==> config.mk <==
export PLATFORM = sky130hd
export DESIGN_NAME = prog_loader_flat
export DESIGN_NICKNAME = d
export VERILOG_FILES = /design/src/rtl/prog_loader_if.sv /design/src/rtl/prog_loader.sv /design/src/flat_wrapper.sv
export SDC_FILE = /design/constraint.sdc
export NUM_CORES = 1
export LEC_CHECK = 0
export BUFFER_PORTS_ARGS = -buffer_cell sky130_fd_sc_hd__buf_2
export CAP_MARGIN = 20
export CORE_MARGIN = 1
export CORE_UTILIZATION = 35
export CTS_CLUSTER_SIZE = 28
export DETAILED_ROUTE_END_ITERATION = 12
export SETUP_SLACK_MARGIN = 0.5
export SKIP_CTS_REPAIR_TIMING = 1
export SLEW_MARGIN = 20
export SYNTH_ARGS = -nofsm -noshare
export SYNTH_HDL_FRONTEND = slang
export SYNTH_SLANG_ARGS = --single-unit
==> constraint.sdc <==
create_clock -name clk -period 2.95 [get_ports clk]
set_clock_uncertainty 0.1 [all_clocks]
set_input_delay 0.295 -clock clk [delete_from_list [all_inputs] [get_ports clk]]
set_output_delay 0.295 -clock clk [all_outputs]
set_load 0.02 [all_outputs]
==> src/rtl/prog_loader_if.sv <==
// Stream-in plus memory-write bundle between the boot loader and its neighbours.
// master: image source / memory side; slave: the loader itself.
// Widths follow the loader's DATA_SIZE / ADDR_SIZE parameters.
interface prog_loader_if #(
  parameter int DATA_SIZE = 16,
  parameter int ADDR_SIZE = 5
);
  logic                 s_valid;
  logic [DATA_SIZE-1:0] s_data;
  logic                 s_ready;
  logic                 mem_w;
  logic                 mem_overwrite;
  logic [ADDR_SIZE-1:0] mem_addr;
  logic [DATA_SIZE-1:0] mem_data;

  modport master (
    output s_valid, s_data,
    input  s_ready, mem_w, mem_overwrite, mem_addr, mem_data
  );

  modport slave (
    input  s_valid, s_data,
    output s_ready, mem_w, mem_overwrite, mem_addr, mem_data
  );
endinterface

==> src/rtl/prog_loader.sv <==
// Streams a program image into instruction memory, checksums it, releases the CPU on match.
// Latency: accepted word appears on the memory write port one cycle after its handshake.
// Backpressure: s_ready is high only in LOAD; the source may stall freely (no timeout).
module prog_loader #(
  parameter int DATA_SIZE = 16,
  parameter int ADDR_SIZE = 5,
  parameter int BASE_ADDR = 0
) (
  input  logic                 clk,
  input  logic                 rst,
  input  logic                 start,
  input  logic [ADDR_SIZE:0]   len,
  input  logic [DATA_SIZE-1:0] exp_sum,
  input  logic                 abort,
  prog_loader_if.slave         bus,
  output logic                 cpu_hold,
  output logic                 busy,
  output logic                 done,
  output logic                 err,
  output logic [1:0]           err_code
);

  typedef enum logic [2:0] {S_IDLE, S_LOAD, S_CHECK, S_DONE, S_ERROR} state_t;

  // Largest image that fits between BASE_ADDR and the top of memory.
  localparam logic [ADDR_SIZE:0]   MAX_LEN = (ADDR_SIZE+1)'((1 << ADDR_SIZE) - BASE_ADDR);
  localparam logic [ADDR_SIZE:0]   CNT_ONE = (ADDR_SIZE+1)'(1);
  localparam logic [ADDR_SIZE-1:0] BASE    = ADDR_SIZE'(BASE_ADDR);
  localparam logic [ADDR_SIZE-1:0] A_ONE   = ADDR_SIZE'(1);

  localparam logic [1:0] E_LEN   = 2'b01;
  localparam logic [1:0] E_SUM   = 2'b10;
  localparam logic [1:0] E_ABORT = 2'b11;

  state_t               state, state_nxt;
  logic [ADDR_SIZE:0]   count;
  logic [ADDR_SIZE-1:0] addr;
  logic [DATA_SIZE-1:0] sum;
  logic [DATA_SIZE-1:0] exp_q;
  logic                 done_q;
  logic                 mem_w_q;
  logic [ADDR_SIZE-1:0] mem_addr_q;
  logic [DATA_SIZE-1:0] mem_data_q;

  logic can_start;
  logic len_ok;
  logic xfer;
  logic last;
  logic sum_ok;

  // abort takes priority over a same-cycle handshake, so the word is dropped.
  assign can_start = (state == S_IDLE) || (state == S_DONE) || (state == S_ERROR);
  assign len_ok    = (len != '0) && (len <= MAX_LEN);
  assign xfer      = (state == S_LOAD) && bus.s_valid && !abort;
  assign last      = xfer && (count == CNT_ONE);
  assign sum_ok    = (sum == exp_q);

  // State register.
  always_ff @(posedge clk) begin
    if (rst) state <= S_IDLE;
    else     state <= state_nxt;
  end

  // Next-state decision.
  always_comb begin
    state_nxt = state;
    case (state)
      S_IDLE, S_DONE, S_ERROR: begin
        if (start) state_nxt = len_ok ? S_LOAD : S_ERROR;
      end
      S_LOAD: begin
        if (abort)     state_nxt = S_ERROR;
        else if (last) state_nxt = S_CHECK;
      end
      S_CHECK: state_nxt = sum_ok ? S_DONE : S_ERROR;
      default: state_nxt = S_IDLE;
    endcase
  end

  // State-decoded outputs; the CPU is only released after a verified image.
  always_comb begin
    bus.s_ready = (state == S_LOAD);
    busy        = (state == S_LOAD) || (state == S_CHECK);
    err         = (state == S_ERROR);
    cpu_hold    = (state != S_DONE);
  end

  // Load bookkeeping: count, address, running checksum and error cause.
  always_ff @(posedge clk) begin
    if (rst) begin
      count    <= '0;
      addr     <= '0;
      sum      <= '0;
      exp_q    <= '0;
      err_code <= 2'b00;
      done_q   <= 1'b0;
    end else begin
      done_q <= (state == S_CHECK) && sum_ok;
      if (can_start && start) begin
        if (len_ok) begin
          count    <= len;
          exp_q    <= exp_sum;
          addr     <= BASE;
          sum      <= '0;
          err_code <= 2'b00;
        end else begin
          err_code <= E_LEN;
        end
      end else if (state == S_LOAD) begin
        if (abort) begin
          err_code <= E_ABORT;
        end else if (xfer) begin
          // addr may step past the top after the final word; it is never used then.
          sum   <= sum + bus.s_data;
          addr  <= addr + A_ONE;
          count <= count - CNT_ONE;
        end
      end else if ((state == S_CHECK) && !sum_ok) begin
        err_code <= E_SUM;
      end
    end
  end

  // Registered memory write port: one write cycle per accepted word.
  always_ff @(posedge clk) begin
    if (rst) begin
      mem_w_q    <= 1'b0;
      mem_addr_q <= '0;
      mem_data_q <= '0;
    end else begin
      mem_w_q <= xfer;
      if (xfer) begin
        mem_addr_q <= addr;
        mem_data_q <= bus.s_data;
      end
    end
  end

  assign bus.mem_w         = mem_w_q;
  assign bus.mem_overwrite = mem_w_q;
  assign bus.mem_addr      = mem_addr_q;
  assign bus.mem_data      = mem_data_q;
  assign done              = done_q;

endmodule

==> src/flat_wrapper.sv <==
// flat-port wrapper written by rule: the top's interface ports become plain ports
module prog_loader_flat 
#(
  parameter int DATA_SIZE = 16,
  parameter int ADDR_SIZE = 5,
  parameter int BASE_ADDR = 0
)
  (clk, rst, start, len, exp_sum, abort, cpu_hold, busy, done, err, err_code, bus_s_valid, bus_s_data, bus_s_ready, bus_mem_w, bus_mem_overwrite, bus_mem_addr, bus_mem_data);
  prog_loader_if #(.DATA_SIZE(DATA_SIZE), .ADDR_SIZE(ADDR_SIZE)) bus_i ();
  input  logic clk;
  input  logic rst;
  input  logic start;
  input  logic [ADDR_SIZE:0] len;
  input  logic [DATA_SIZE-1:0] exp_sum;
  input  logic abort;
  output logic cpu_hold;
  output logic busy;
  output logic done;
  output logic err;
  output logic [1:0] err_code;
  input wire logic [$bits(bus_i.s_valid)-1:0] bus_s_valid;
  input wire logic [$bits(bus_i.s_data)-1:0] bus_s_data;
  output wire logic [$bits(bus_i.s_ready)-1:0] bus_s_ready;
  output wire logic [$bits(bus_i.mem_w)-1:0] bus_mem_w;
  output wire logic [$bits(bus_i.mem_overwrite)-1:0] bus_mem_overwrite;
  output wire logic [$bits(bus_i.mem_addr)-1:0] bus_mem_addr;
  output wire logic [$bits(bus_i.mem_data)-1:0] bus_mem_data;
  assign bus_i.s_valid = bus_s_valid;
  assign bus_i.s_data = bus_s_data;
  assign bus_s_ready = bus_i.s_ready;
  assign bus_mem_w = bus_i.mem_w;
  assign bus_mem_overwrite = bus_i.mem_overwrite;
  assign bus_mem_addr = bus_i.mem_addr;
  assign bus_mem_data = bus_i.mem_data;
  prog_loader #(.DATA_SIZE(DATA_SIZE), .ADDR_SIZE(ADDR_SIZE), .BASE_ADDR(BASE_ADDR)) u_core (.clk(clk), .rst(rst), .start(start), .len(len), .exp_sum(exp_sum), .abort(abort), .bus(bus_i), .cpu_hold(cpu_hold), .busy(busy), .done(done), .err(err), .err_code(err_code));
endmodule
Yosys cells after proc, flatten, opt, wreduce, memory -nomap -nowiden
Cells that the tools add are included.

Register bits after elaboration: 71. Latch bits: 0. Memory bits (writable): 0. ROM bits: 0. Bits of input ports: 43. Output and inout bits: 30. Word-level logic and storage cells: 74. Memories: 0.

Add/subtract/negate cells: 3. Multipliers: 0. Divide/modulo/power cells: 0. Magnitude comparators: 1. Equal/unequal tests: 12. Shift operators: 0. Multiplexer cells: 26. Bitwise logic cells: 0. Reduce and logical (&&, ||, !) cells: 22.

Operators by type and width (count): $mux W16 (5); $mux W6 (5); $mux W5 (5); $add A16 B16 Y16 (1); $eq A16 B16 Y1 (1); $mux W3 (5); $ne A3 B2 Y1 const B (3); $pmux W3 S3 (1); $mux W2 (4); $logic_and A1 B1 Y1 (7); $eq A3 B2 Y1 const B (2); $eq A6 B1 Y1 const B (1); $le A6 B6 Y1 const B (1); $reduce_and A2 Y1 (3); $reduce_bool A6 Y1 (1); $sub A6 B1 Y6 const B (1); $add A5 B1 Y5 const B (1); $ne A2 B1 Y1 const B (2); $reduce_and A4 Y1 (1); $reduce_bool A2 Y1 (2); $eq A3 B1 Y1 const B (1); $eq A3 B3 Y1 const B (1); $logic_not A3 Y1 (1); $logic_or A1 B1 Y1 (3); other kinds (5) (6).

Logic depth before layout (Yosys ltp)
Gate-level depths: netlist of the first run.

Depth after elaboration: 7. Mapped depth: 10. Mapped depth without buffers: 10.

Worst setup path before layout of the first run
Ideal clock, no wire load.

Path type: reg2reg. Start point: register u_core.state[1]. End point: register u_core.sum[11]. Setup time: 0.128 ns. Arrival: 2.032 ns. Data required time: 2.722 ns. Slack: 0.691 ns. Cell stages (with the launch flop): 10. Buffers on the path: 3. Clock period less this slack: 2.259 ns. Cell sequence: dfxtp_1 > clkbuf_1 > nor3b_1 > nor2b_1 > and2_1 > buf_2 > nor2_4 > buf_4 > a22oi_1 > nor2_1.

Elaborated cells on any way between the ends: 15. Those cells by class: eq/ne: 5; mux: 1; reduce/logical: 9.

RTL lines: from (decl) (line prog_loader.sv:35) `state_t state, state_nxt;`; from (signal assigned) (line prog_loader.sv:61) `else state <= state_nxt;`; $eq A3 B1 Y1 *; named net bus_s_ready (line flat_wrapper.sv:23) `output wire logic [$bits(bus_i.s_ready)-1:0] bus_s_ready;`; $logic_and A1 B1 Y1 (2 in a row) (line prog_loader.sv:54) `assign xfer = (state == S_LOAD) && bus.s_valid && !abort;`; $reduce_bool A2 Y1 (no source line); $reduce_and A4 Y1 (no source line) *; to (signal assigned) (line prog_loader.sv:114) `sum <= sum + bus.s_data;`; to (decl) (line prog_loader.sv:38) `logic [DATA_SIZE-1:0] sum;`.

The timed path passes the listed nets; every way through them passes the cells marked *. A chain may end at the register's enable or synchronous reset.

Worst setup path in the final report of the first run
Start point: register u_core.sum[3]. End point: register u_core.sum[10].

Longest elaborated chain between the ends: 5.

RTL lines: $add A16 B16 Y16 (line prog_loader.sv:114); $mux W16 (line prog_loader.sv:112) `end else if (xfer) begin`; $mux W16 (line prog_loader.sv:110) `if (abort) begin`; $mux W16 (line prog_loader.sv:109) `end else if (state == S_LOAD) begin`; $mux W16 (line prog_loader.sv:99) `if (can_start && start) begin`.

No other way between the ends. The select of a mux whose other input is x is not followed.

==> results of run 1 <==
[through the flow]
step	power, uW	std cells
4_1_cts	2020	648
6_report	1990	649
2_1_floorplan	1250	440
3_3_place_gp	1340	632
5_1_grt	2090	649
3_5_place_dp	1350	632
[worst max-delay path, stage by stage (launching register included)]
cell and delay (ps):
dfxtp_1 340, ha_1 330, o21ai_0 280, a21oi_2 80, or2_2 290, a221o_1 350, a31oi_1 200, xnor2_1 90
a22o_1 170
[per-layer routing]
layer | part of all wire, % | global-route usage [%]
met1 | 46 | 21.6
met2 | 47 | 28.7
met3 | 5.3 | 3.56
met4 | 1.5 | 5.03
met5 | 0 | 0
[cell type report]
type | count | area share (%)
Sequential cell | 71 | 32.5
Tap cell | 136 | 3.89
Clock buffer | 10 | 2.92
Inverter | 13 | 1.12
Timing Repair Buffer | 79 | 9.44
Clock inverter | 6 | 0.859
Multi-Input combinational cell | 334 | 49.2
[state kept, by name (all words and copies together), names as in the netlist]
signal,cells
u_core.done,1
u_core.sum,16
u_core.exp_q,16
u_core.bus.mem_data,16
u_core.err_code,2
u_core.bus.mem_addr,5
u_core.state,3
u_core.count,6
u_core.bus.mem_overwrite,1
u_core.addr,5
[worst min-delay path by stage]
stage | endpoint | slack, ps | depth (start not counted)
CTS | u_core.exp_q[0]$_SDFFE_PP0P_ | 70 | 3
floorplan | u_core.bus.mem_overwrite$_SDFF_PP0_ | 320 | 1
global route | u_core.exp_q[14]$_SDFFE_PP0P_ | 90 | 3
detailed placement | u_core.bus.mem_data[1]$_SDFFE_PP0P_ | 340 | 2
global placement | u_core.bus.mem_data[6]$_SDFFE_PP0P_ | 340 | 2
finish | u_core.exp_q[14]$_SDFFE_PP0P_ | 80 | 3
[power breakdown]
group,switching (uW),leakage [uW],internal [uW]
clock network,363,0.0000781,300
logic,181,0.00125,127
registers,27.1,0.000576,989
[cells by family (layout without fill, tap and decap cells)]
logic type | after synthesis | count (layout) | share of synthesized area (%)
xor gates and xnor gates | 32 | 32 | 7.54
adders and majority gates | 19 | 19 | 6.60
DFF | 71 | 71 | 38.2
and+or+nand+nor | 161 | 161 | 20.7
muxes | 17 | 17 | 4.58
buffers and inverters | 35 | 108 | 4.37
AOI/OAI and AO/OA | 105 | 105 | 18.0
[cells in the final DEF (no fill, tap or decap), types with 6 or more instances in the layout]
master	synthesis	routed
inv_1	13	13
nand3b_1	7	7
buf_4	2	7
nor4_1	6	6
dfxtp_1	71	70
clkbuf_8	0	9
nor3_1	7	7
o21ai_0	9	9
buf_2	1	72
nor2_1	54	54
nand2_1	56	55
xnor2_1	9	9
ha_1	18	17
xor2_1	23	23
a21o_1	6	6
a22oi_1	8	8
a21oi_1	48	47
mux2i_1	17	17
==> metrics.txt, run 1 <==
asr flop ratio synth=0%; Area growth syn-to-layout=17.6%; # IOs=73; hold slack=approximately 84 ps; cell taking the most area after synthesis=dfxtp_1; DRC viols=0; routability cong.=0.834; yosys warns=0; min-delay worst type=in2reg; nets=570; Pre-antenna DRT Iters=4; clock latency at the later pin of the worst-skew pair=340 ps; ratio of cells with drive above 1 in the final layout=21.4%; I/O Buffers=72; Iter 0 DRT Violations=198; CTS buffer count=9; Overflow after GRT=0; CTS H-tree lvls=3; mapped cell area=0.00372 mm2; Root Driver=clkbuf_8; Syn Nets=502; DR vias/cell=5.10; area share of the largest cell type after synthesis=38.2%; power density cells=approximately 450 mW/mm2; vias in the first global route=around 3100; GR Util All Layers=16.9%; area of the multi-input gates=roughly 0.0022 mm2; final worst path period share=79.6%; Core ar.=0.0103 mm2; Total Wirelength=approximately 9000 um; HP Start=exp_sum[14]; TNS Setup=0 ps; DIE WIDTH=roughly 110 um; status=completed; top post-synthesis cells by area=dfxtp_1 (38%), a21oi_1 (6.5%), ha_1 (6.1%), nand2_1 (5.7%), nor2_1 (5.5%); Reg-to-Reg Start=u_core.sum[3]$_SDFFE_PP0P_; Main synth FF type=dfxtp_1; first-pass GRT wire length=14800 um; Slew Limit Fails=0; RR Endpoint=u_core.sum[10]$_SDFFE_PP0P_; Reg2Reg Depth=8; maximum clock rate=between 400 and 500 MHz; final period demand of the worst path=2350 ps; post-route cell area=about 0.0044 mm2; clk buf depth=2; Worst Path Required=3080 ps; Max VDD drop=0.000239 V; Slew headroom=62.5%; Final Hold Viols=0; pin count of the biggest net entering global routing=27; crit path to=u_core.sum[10]$_SDFFE_PP0P_; Worst Setup End Kind=register; Reg2Reg Setup Slack=600 ps; # rows=37; Fillers=1056; Reg area=0.00142 mm2; critical path launch point type=register; Setup Viol. Count Final=0; DRT antenna net count=0; Leak=between 0.0015 and 0.002 uW; initial antenna violation count=0; final core occ=42.3%; fin worst setup slack=between 600 and 700 ps; via count=3309; Sinks on Clock Net=71; final HPWL from detailed placement=6820 um; top cells by count, synth=dfxtp_1 (71), nand2_1 (56), nor2_1 (54); Synth Area per Inst=about 8.5 um2; starting density of the core=a little over a third; WS Path Type=reg2reg; synthesized instance count=440; #FFs+latches synth=71; CTS tree=done; Worst Setup SP=u_core.sum[3]$_SDFFE_PP0P_; crit path DAT=2480 ps; dpl cell area=0.00418 mm2; post-synthesis sequential area ratio=38.2%; Max Fanout on Critical Path=4; most common cell in the netlist=dfxtp_1; number of synthesized flops with an enable pin=0; synth unique cells=55; # diodes=0; worst-margin pin slew=562 ps; Total Die Area=0.0110 mm2; DR WL/cell=14.1 um; DP Worst Slack=480 ps; die height=105 um; max_cap viols=0; RSZ-0062 raised after global routing=true; Clk pin slew, worst setup/hold paths=80 ps
Note: power is estimated with default switching activity, not from simulation.
==> inputs of run 2 (changes only) <==
--- a/config.mk
+++ b/config.mk
@@ -5,6 +5,7 @@
 export SDC_FILE = /design/constraint.sdc
 export NUM_CORES = 1
 export LEC_CHECK = 0
+export ABC_AREA = 1
 export BUFFER_PORTS_ARGS = -buffer_cell sky130_fd_sc_hd__buf_2
 export CAP_MARGIN = 20
 export CORE_MARGIN = 1
==> constraint.sdc (replaced) <==
create_clock -name clk -period 2.02 [get_ports clk]
set_clock_uncertainty 0.1 [all_clocks]
set_input_delay 0.202 -clock clk [delete_from_list [all_inputs] [get_ports clk]]
set_output_delay 0.202 -clock clk [all_outputs]
set_load 0.02 [all_outputs]
==> run 2 against run 1 <==
Count of clock-buffer cells in the layout unchanged; critical path depth up 2; routed wire length increased by 35%; via count rose by 30%; sequential share of layout area down 7.6 points; sequential power rose by 47%; critical path type unchanged; largest cell class unchanged.
==> metrics.txt, run 2 <==
I/O Buffers=72 (unchanged); Synth Area in Simple Gates=32.6% (+12 points); DRT antenna net count=0 (unchanged); asr flop ratio synth=0% (unchanged); vias in the first global route=3736 (+21%); Pre-antenna DRT Iters=4 (unchanged); first-pass GRT wire length=16600 um (+12%); DIE WIDTH=109 um (+4.0%); Final Hold Viols=0 (unchanged); Slew Limit Fails=0 (unchanged); top post-synthesis cells by area=dfxtp_1 (35%), nand2_1 (19%), a21oi_1 (9.3%), inv_1 (7.2%), ha_1 (5.6%); Sinks on Clock Net=71 (unchanged); # IOs=73 (unchanged); status=completed; clk buf depth=2 (unchanged); Root Driver=clkbuf_16; Reg-to-Reg Start=u_core.sum[0]$_SDFFE_PP0P_; RR Endpoint=u_core.sum[8]$_SDFFE_PP0P_; ratio of cells with drive above 1 in the final layout=36.7% (+15 points); TNS Setup=0 ps (unchanged); GR Util All Layers=18.1% (+1.1 points); die height=109 um (+4.0%); pin count of the biggest net entering global routing=48 (+78%); Reg2Reg Depth=10 (+2); Worst Path Required=2120 ps (-960 ps); WS Path Type=reg2reg; main combinational cell family by area after synthesis=simple AND/OR/NAND/NOR gates; routability cong.=0.864 (+3.5%); maximum clock rate=566 MHz (+33%); Area growth syn-to-layout=47.2%; area share of the largest cell type after synthesis=35.3% (-2.9 points); Synth Area in Adders=6.09% (-0.51 points); RSZ-0062 raised after global routing=true; # rows=38 (+2.7%); Overflow after GRT=0 (unchanged); DRC viols=0 (unchanged); Compound-Gate Fraction of Synth Area=13.8% (-4.2 points); Synth Area per Inst=6.49 um2 (-23%); Iter 0 DRT Violations=162 (-18%); hold path endpoint=u_core.exp_q[15]$_SDFFE_PP0P_; starting density of the core=36.5% (+0.50 points); worst-margin pin slew=997 ps (+435 ps); DR vias/cell=4.95 (-2.9%); final worst path period share=87.5% (+7.9 points); Worst path slowest cell=dfxtp_4; Main synth FF type=dfxtp_1; clock latency at the later pin of the worst-skew pair=340 ps (about the same); yosys warns=0 (unchanged); initial antenna violation count=0 (unchanged); hold slack=14.7 ps (-68.8 ps); Total Wirelength=12300 um (+35%); Slew headroom=33.4% (-29 points); cell taking the most area after synthesis=dfxtp_1; Post-Synth XOR/XNOR Area=1.74% (-5.8 points); crit-path cells=ha_4 > inv_2 > fa_2 > inv_2 > nand3_2 > nand3_4 > a21oi_2 > or2_4 > nand3_2 > a21oi_1; leading cell type in the layout, fill and taps excluded=nand2_1; Leak=0.00267 uW (+40%); CTS H-tree lvls=3 (unchanged); Largest stage delay, worst path=370 ps (+20 ps); HP Start=exp_sum[15]; Max VDD drop=0.000486 V (+100%); nets=787 (+38%); Total Die Area=0.0119 mm2 (+8.2%); most frequent cells in the layout=nand2_1 (177), buf_2 (71), inv_1 (66), a21oi_1 (64), dfxtp_1 (52); via count=4307 (+30%); final HPWL from detailed placement=7540 um (+10%); mux contribution to synthesized area=0% (-4.6 points); critical path launch point type=register; Setup Viol. Count Final=0 (unchanged); #FFs+latches synth=71 (unchanged); DR WL/cell=14.2 um (+0.54%); min-delay worst type=in2reg; Max Fanout on Critical Path=4 (unchanged); CTS buffer count=9 (unchanged); synthesized instance count=621 (+41%); mapped cell area=0.00403 mm2 (+8.3%); # diodes=0 (unchanged); post-synthesis sequential area ratio=35.3% (-2.9 points); CTS tree=done; crit path DAT=1870 ps (-610 ps); Reg2Reg Setup Slack=250 ps (-350 ps); most common cell in the netlist=nand2_1; final period demand of the worst path=1770 ps (-581 ps); number of synthesized flops with an enable pin=0 (unchanged); top cells by count, synth=nand2_1 (207), inv_1 (77), a21oi_1 (75); Clk pin slew, worst setup/hold paths=60 ps (-20 ps); max_cap viols=0 (unchanged); synth unique cells=32 (-42%); Worst Setup End Kind=register; Syn Nets=683 (+36%); power density cells=695 mW/mm2 (+53%); Core ar.=0.0110 mm2 (+6.8%); Hold Path Cell Cnt=3 (unchanged)
==> run 2: cell count changes in the layout (fill, tap and decap cells not counted), moves of 16 or more <==
cell and delta:
a21oi_1 +17, dfxtp_1 -18, inv_1 +53, mux2i_1 -17
nand2_1 +122, nand2_2 +28, xor2_1 -16
==> run 2: layout make-up <==
class,instances,area [um2]
Fill cell,1042,5100
Clock inverter,6,109
Tap cell,140,175
Timing Repair inverter,3,35.0
Timing Repair Buffer,109,813
Sequential cell,71,1480
Multi-Input combinational cell,450,2740
Inverter,81,354
Clock buffer,10,229
==> run 2: metal layers <==
| layer | GRT usage, % | share of wire, % | vias up |
|---|---|---|---|
| met2 | 33.6 | 51 | 96 |
| met4 | 6.19 | 2.2 | 0 |
| met5 | 0 | 0 | - |
| met1 | 20.2 | 43 | 2010 |
| met3 | 3.79 | 4.5 | 22 |
| li1 | - | - | 2179 |
==> run 2: worst max path at each step <==
| stage | start | to | slack [ps] | depth (start not counted) |
|---|---|---|---|---|
| finish | u_core.sum[0]$_SDFFE_PP0P_ | u_core.sum[8]$_SDFFE_PP0P_ | 250 | 10 |
| global route | u_core.sum[0]$_SDFFE_PP0P_ | u_core.sum[10]$_SDFFE_PP0P_ | 150 | 11 |
| CTS | u_core.sum[2]$_SDFFE_PP0P_ | u_core.sum[9]$_SDFFE_PP0P_ | 200 | 10 |
| detailed placement | u_core.sum[2]$_SDFFE_PP0P_ | u_core.sum[9]$_SDFFE_PP0P_ | 210 | 10 |
| global placement | u_core.sum[0]$_SDFFE_PP0P_ | u_core.sum[8]$_SDFFE_PP0P_ | 260 | 10 |
| floorplan | u_core.sum[0]$_SDFFE_PP0P_ | u_core.sum[8]$_SDFFE_PP0P_ | 330 | 10 |
==> run 2: report_power, final <==
part / total [uW] / switching (uW) / internal [uW]
clock: 1820 / 612 / 1200
sequential: 1500 / 49.5 / 1450
combinational: 807 / 469 / 338
==> run 2: through the flow <==
| stage | std cells | total power (uW) | setup slack [ps] | util (%) | area [um2] |
|---|---|---|---|---|---|
| CTS | 832 | 3900 | 196 | 44.7 | 4940 |
| global placement | 816 | 2070 | 263 | 41.7 | 4600 |
| detailed placement | 816 | 2080 | 214 | 41.7 | 4600 |
| floorplan | 621 | 1920 | 329 | - | 4140 |
| finish | 870 | 4120 | 252 | 53.8 | 5930 |
| global route | 870 | 4300 | 153 | 53.8 | 5930 |
==> run 2: cell families after synthesis <==
| kind of cell | Yosys count |
|---|---|
| flops | 71 |
| simple gates | 313 |
| compound gates | 109 |
| xor+xnor | 8 |
| buf+inv | 101 |
| fa+ha+maj | 19 |
==> run 2: critical path: cells and delay by family (launching register included) <==
kind                       cells  cell delay [ps]
adders and majority gates      2              480
buffers and inverters          2              130
and+or+nand+nor                4              450
AOI/OAI and AO/OA              2              110
DFF                            1              370
==> inputs of run 3 (changes only) <==
--- a/config.mk
+++ b/config.mk
@@ -9,7 +9,7 @@
 export BUFFER_PORTS_ARGS = -buffer_cell sky130_fd_sc_hd__buf_2
 export CAP_MARGIN = 20
 export CORE_MARGIN = 1
-export CORE_UTILIZATION = 35
+export CORE_UTILIZATION = 30
 export CTS_CLUSTER_SIZE = 28
 export DETAILED_ROUTE_END_ITERATION = 12
 export SETUP_SLACK_MARGIN = 0.5
==> run 3 against run 2 <==
Count of clock-buffer cells in the layout grew 1; clock power shrank 12%; worst hold slack gained 3.9 ps; cell area shrank 3.8%; power shrank 5.9%; register-to-register slack gained 20 ps; utilization shrank 9.5 points; fmax grew 1.2%; sequential cell count is the same; combinational power shrank 5.3%; critical path depth is the same; non-clock buffer count shrank 10.
==> metrics.txt, run 3 (synthesis gave the netlist of run 2 again) <==
vias in the first global route=3870 (+3.6%); DIE WIDTH=118 um (+7.9%); Slew headroom=25.5% (-7.9 points); most frequent cells in the layout=nand2_1 (191), buf_2 (71), inv_1 (70), a21oi_1 (68), dfxtp_1 (52); final HPWL from detailed placement=7590 um (+0.72%); via count=4171 (-3.2%); crit path DAT=1850 ps (-20 ps); maximum clock rate=572 MHz (+1.2%); Worst Path Required=2120 ps (about the same); DR vias/cell=4.68 (-5.5%); power density cells=680 mW/mm2 (-2.1%); first-pass GRT wire length=18000 um (+8.3%); Reg-to-Reg Start=u_core.sum[0]$_SDFFE_PP0P_; Max VDD drop=0.000391 V (-20%); Worst path slowest cell=dfxtp_4; worst-margin pin slew=1120 ps (+119 ps); I/O Buffers=72 (unchanged); TNS Setup=0 ps (unchanged); part of the power in combinational logic=19.7% (about the same); DR WL/cell=13.0 um (-8.1%); Area growth syn-to-layout=41.6%; ratio of cells with drive above 1 in the final layout=33.2% (-3.5 points); # rows=41 (+7.9%); final period demand of the worst path=1750 ps (-20.3 ps); Sinks on Clock Net=71 (unchanged); Hold Path Cell Cnt=3 (unchanged); clock latency at the later pin of the worst-skew pair=340 ps (about the same); sw frac=29.0% (+1.5 points); Pre-antenna DRT Iters=4 (unchanged); clk buf depth=2 (unchanged); fin worst setup slack=272 ps (+20.3 ps); routability cong.=0.797 (-7.7%); Largest stage delay, worst path=360 ps (about the same); DP Worst Slack=239 ps (+25.5 ps); # diodes=0 (unchanged); Core ar.=0.0129 mm2 (+17%); Reg2Reg Depth=10 (unchanged); WS Path Type=reg2reg; Overflow after GRT=0 (unchanged); critical path launch point type=register; Root Driver=clkbuf_16; final core occ=44.3% (-9.5 points); CTS H-tree lvls=3 (unchanged); HP Start=exp_sum[9]; nets=777 (-1.3%); Slew Limit Fails=0 (unchanged); pin count of the biggest net entering global routing=48 (unchanged); Setup Viol. Count Final=0 (unchanged); Final Hold Viols=0 (unchanged); Reg2Reg Setup Slack=270 ps (+20 ps); DRT antenna net count=0 (unchanged); CTS tree=done; Total Die Area=0.0139 mm2 (+16%); status=completed; leading cell type in the layout, fill and taps excluded=nand2_1; CTS buffer count=9 (unchanged); min-delay worst type=in2reg; Seq pwr share=38.7% (+2.3 points); Max Fanout on Critical Path=3 (-1); design internal power=2760 uW (-7.8%); Total Wirelength=11600 um (-5.8%); DRC viols=0 (unchanged); Iter 0 DRT Violations=193 (+19%); max_cap viols=0 (unchanged); Clk pin slew, worst setup/hold paths=60 ps (about the same); clock share of power=41.6% (-2.5 points); Worst Setup End Kind=register; hold path endpoint=u_core.exp_q[9]$_SDFFE_PP0P_; Cells after DPL=849 (+4.0%); RR Endpoint=u_core.sum[8]$_SDFFE_PP0P_; number of cells in the finished layout apart from fillers=892 (+2.5%); GR Util All Layers=16.0% (-2.1 points); die height=118 um (+7.9%); crit-path cells=ha_4 > inv_2 > fa_2 > inv_2 > nand3_2 > nand3_4 > a21oi_4 > or2_4 > nand3_2 > a21oi_1; RSZ-0062 raised after global routing=true; # IOs=73 (unchanged); Leak=0.00257 uW (-4.0%); final worst path period share=86.5% (-1.0 points); switching power total=1120 uW (-0.58%); initial antenna violation count=0 (unchanged); starting density of the core=31.3% (-5.2 points)
run 3: cell types whose count changed in the layout (fill, tap and decap cells not counted), sizes merged:
cell	delta
buf	-9
bufinv	-2
clkinvlp	+1
run 3: layout make-up:
| class | instances | area, um2 |
|---|---|---|
| flip-flops and latches | 71 | 1470 |
| inverters | 81 | 335 |
| fillers | 1314 | 7170 |
| multi-input cells | 450 | 2690 |
| repair buffers | 99 | 664 |
| well taps | 172 | 215 |
| repair inverters | 3 | 38.8 |
| clock inverters | 5 | 56.3 |
| clock buffers | 11 | 243 |
run 3: worst max-delay path by stage:
stage | startpoint | endpoint | slack, ps | depth (start not counted)
after floorplan | u_core.sum[0]$_SDFFE_PP0P_ | u_core.sum[8]$_SDFFE_PP0P_ | 330 | 10
after global placement | u_core.sum[4]$_SDFFE_PP0P_ | u_core.sum[6]$_SDFFE_PP0P_ | 250 | 8
after detailed placement | len[1] | u_core.count[5]$_SDFFE_PP0P_ | 240 | 9
after CTS | u_core.state[1]$_SDFFE_PP0P_ | busy | 190 | 6
after global routing | u_core.sum[0]$_SDFFE_PP0P_ | u_core.sum[8]$_SDFFE_PP0P_ | 180 | 10
final | u_core.sum[0]$_SDFFE_PP0P_ | u_core.sum[8]$_SDFFE_PP0P_ | 270 | 10
run 3: power groups by stage:
stage          Combinational [uW]  Sequential [uW]  Clock, uW
6_report                      764             1500       1610
5_1_grt                       849             1510       1720
4_1_cts                       556             1500       1660
3_5_place_dp                  552             1530          0
3_3_place_gp                  551             1530          0
2_1_floorplan                 387             1540          0
run 3: worst max-delay path, delay by kind of cell, from the launching register on:
| kind | cells | cell delay (ps) |
|---|---|---|
| flip-flops | 1 | 360 |
| AND/OR/NAND/NOR | 4 | 460 |
| buffers and inverters | 2 | 110 |
| adder cells (fa/ha/maj) | 2 | 470 |
| AO/OA/AOI/OAI | 2 | 110 |
run 3: per-layer routing:
| layer | global-route usage (%) | wire length (um) | up-vias |
|---|---|---|---|
| li1 | - | - | 2159 |
| met1 | 19.1 | 5290 | 1905 |
| met2 | 27.5 | 5620 | 91 |
| met3 | 4.02 | 494 | 16 |
| met4 | 5.69 | 218 | 0 |
| met5 | 0 | 0 | - |
run 3: through the flow:
stage                     hold slack, ps  instance area, um2  power, uW
final                               18.7                5710       3880
after CTS                           6.04                4940       3720
after floorplan                      237                4140       1920
after global routing                22.4                5710       4070
after global placement               351                4650       2080
after detailed placement             352                4650       2080
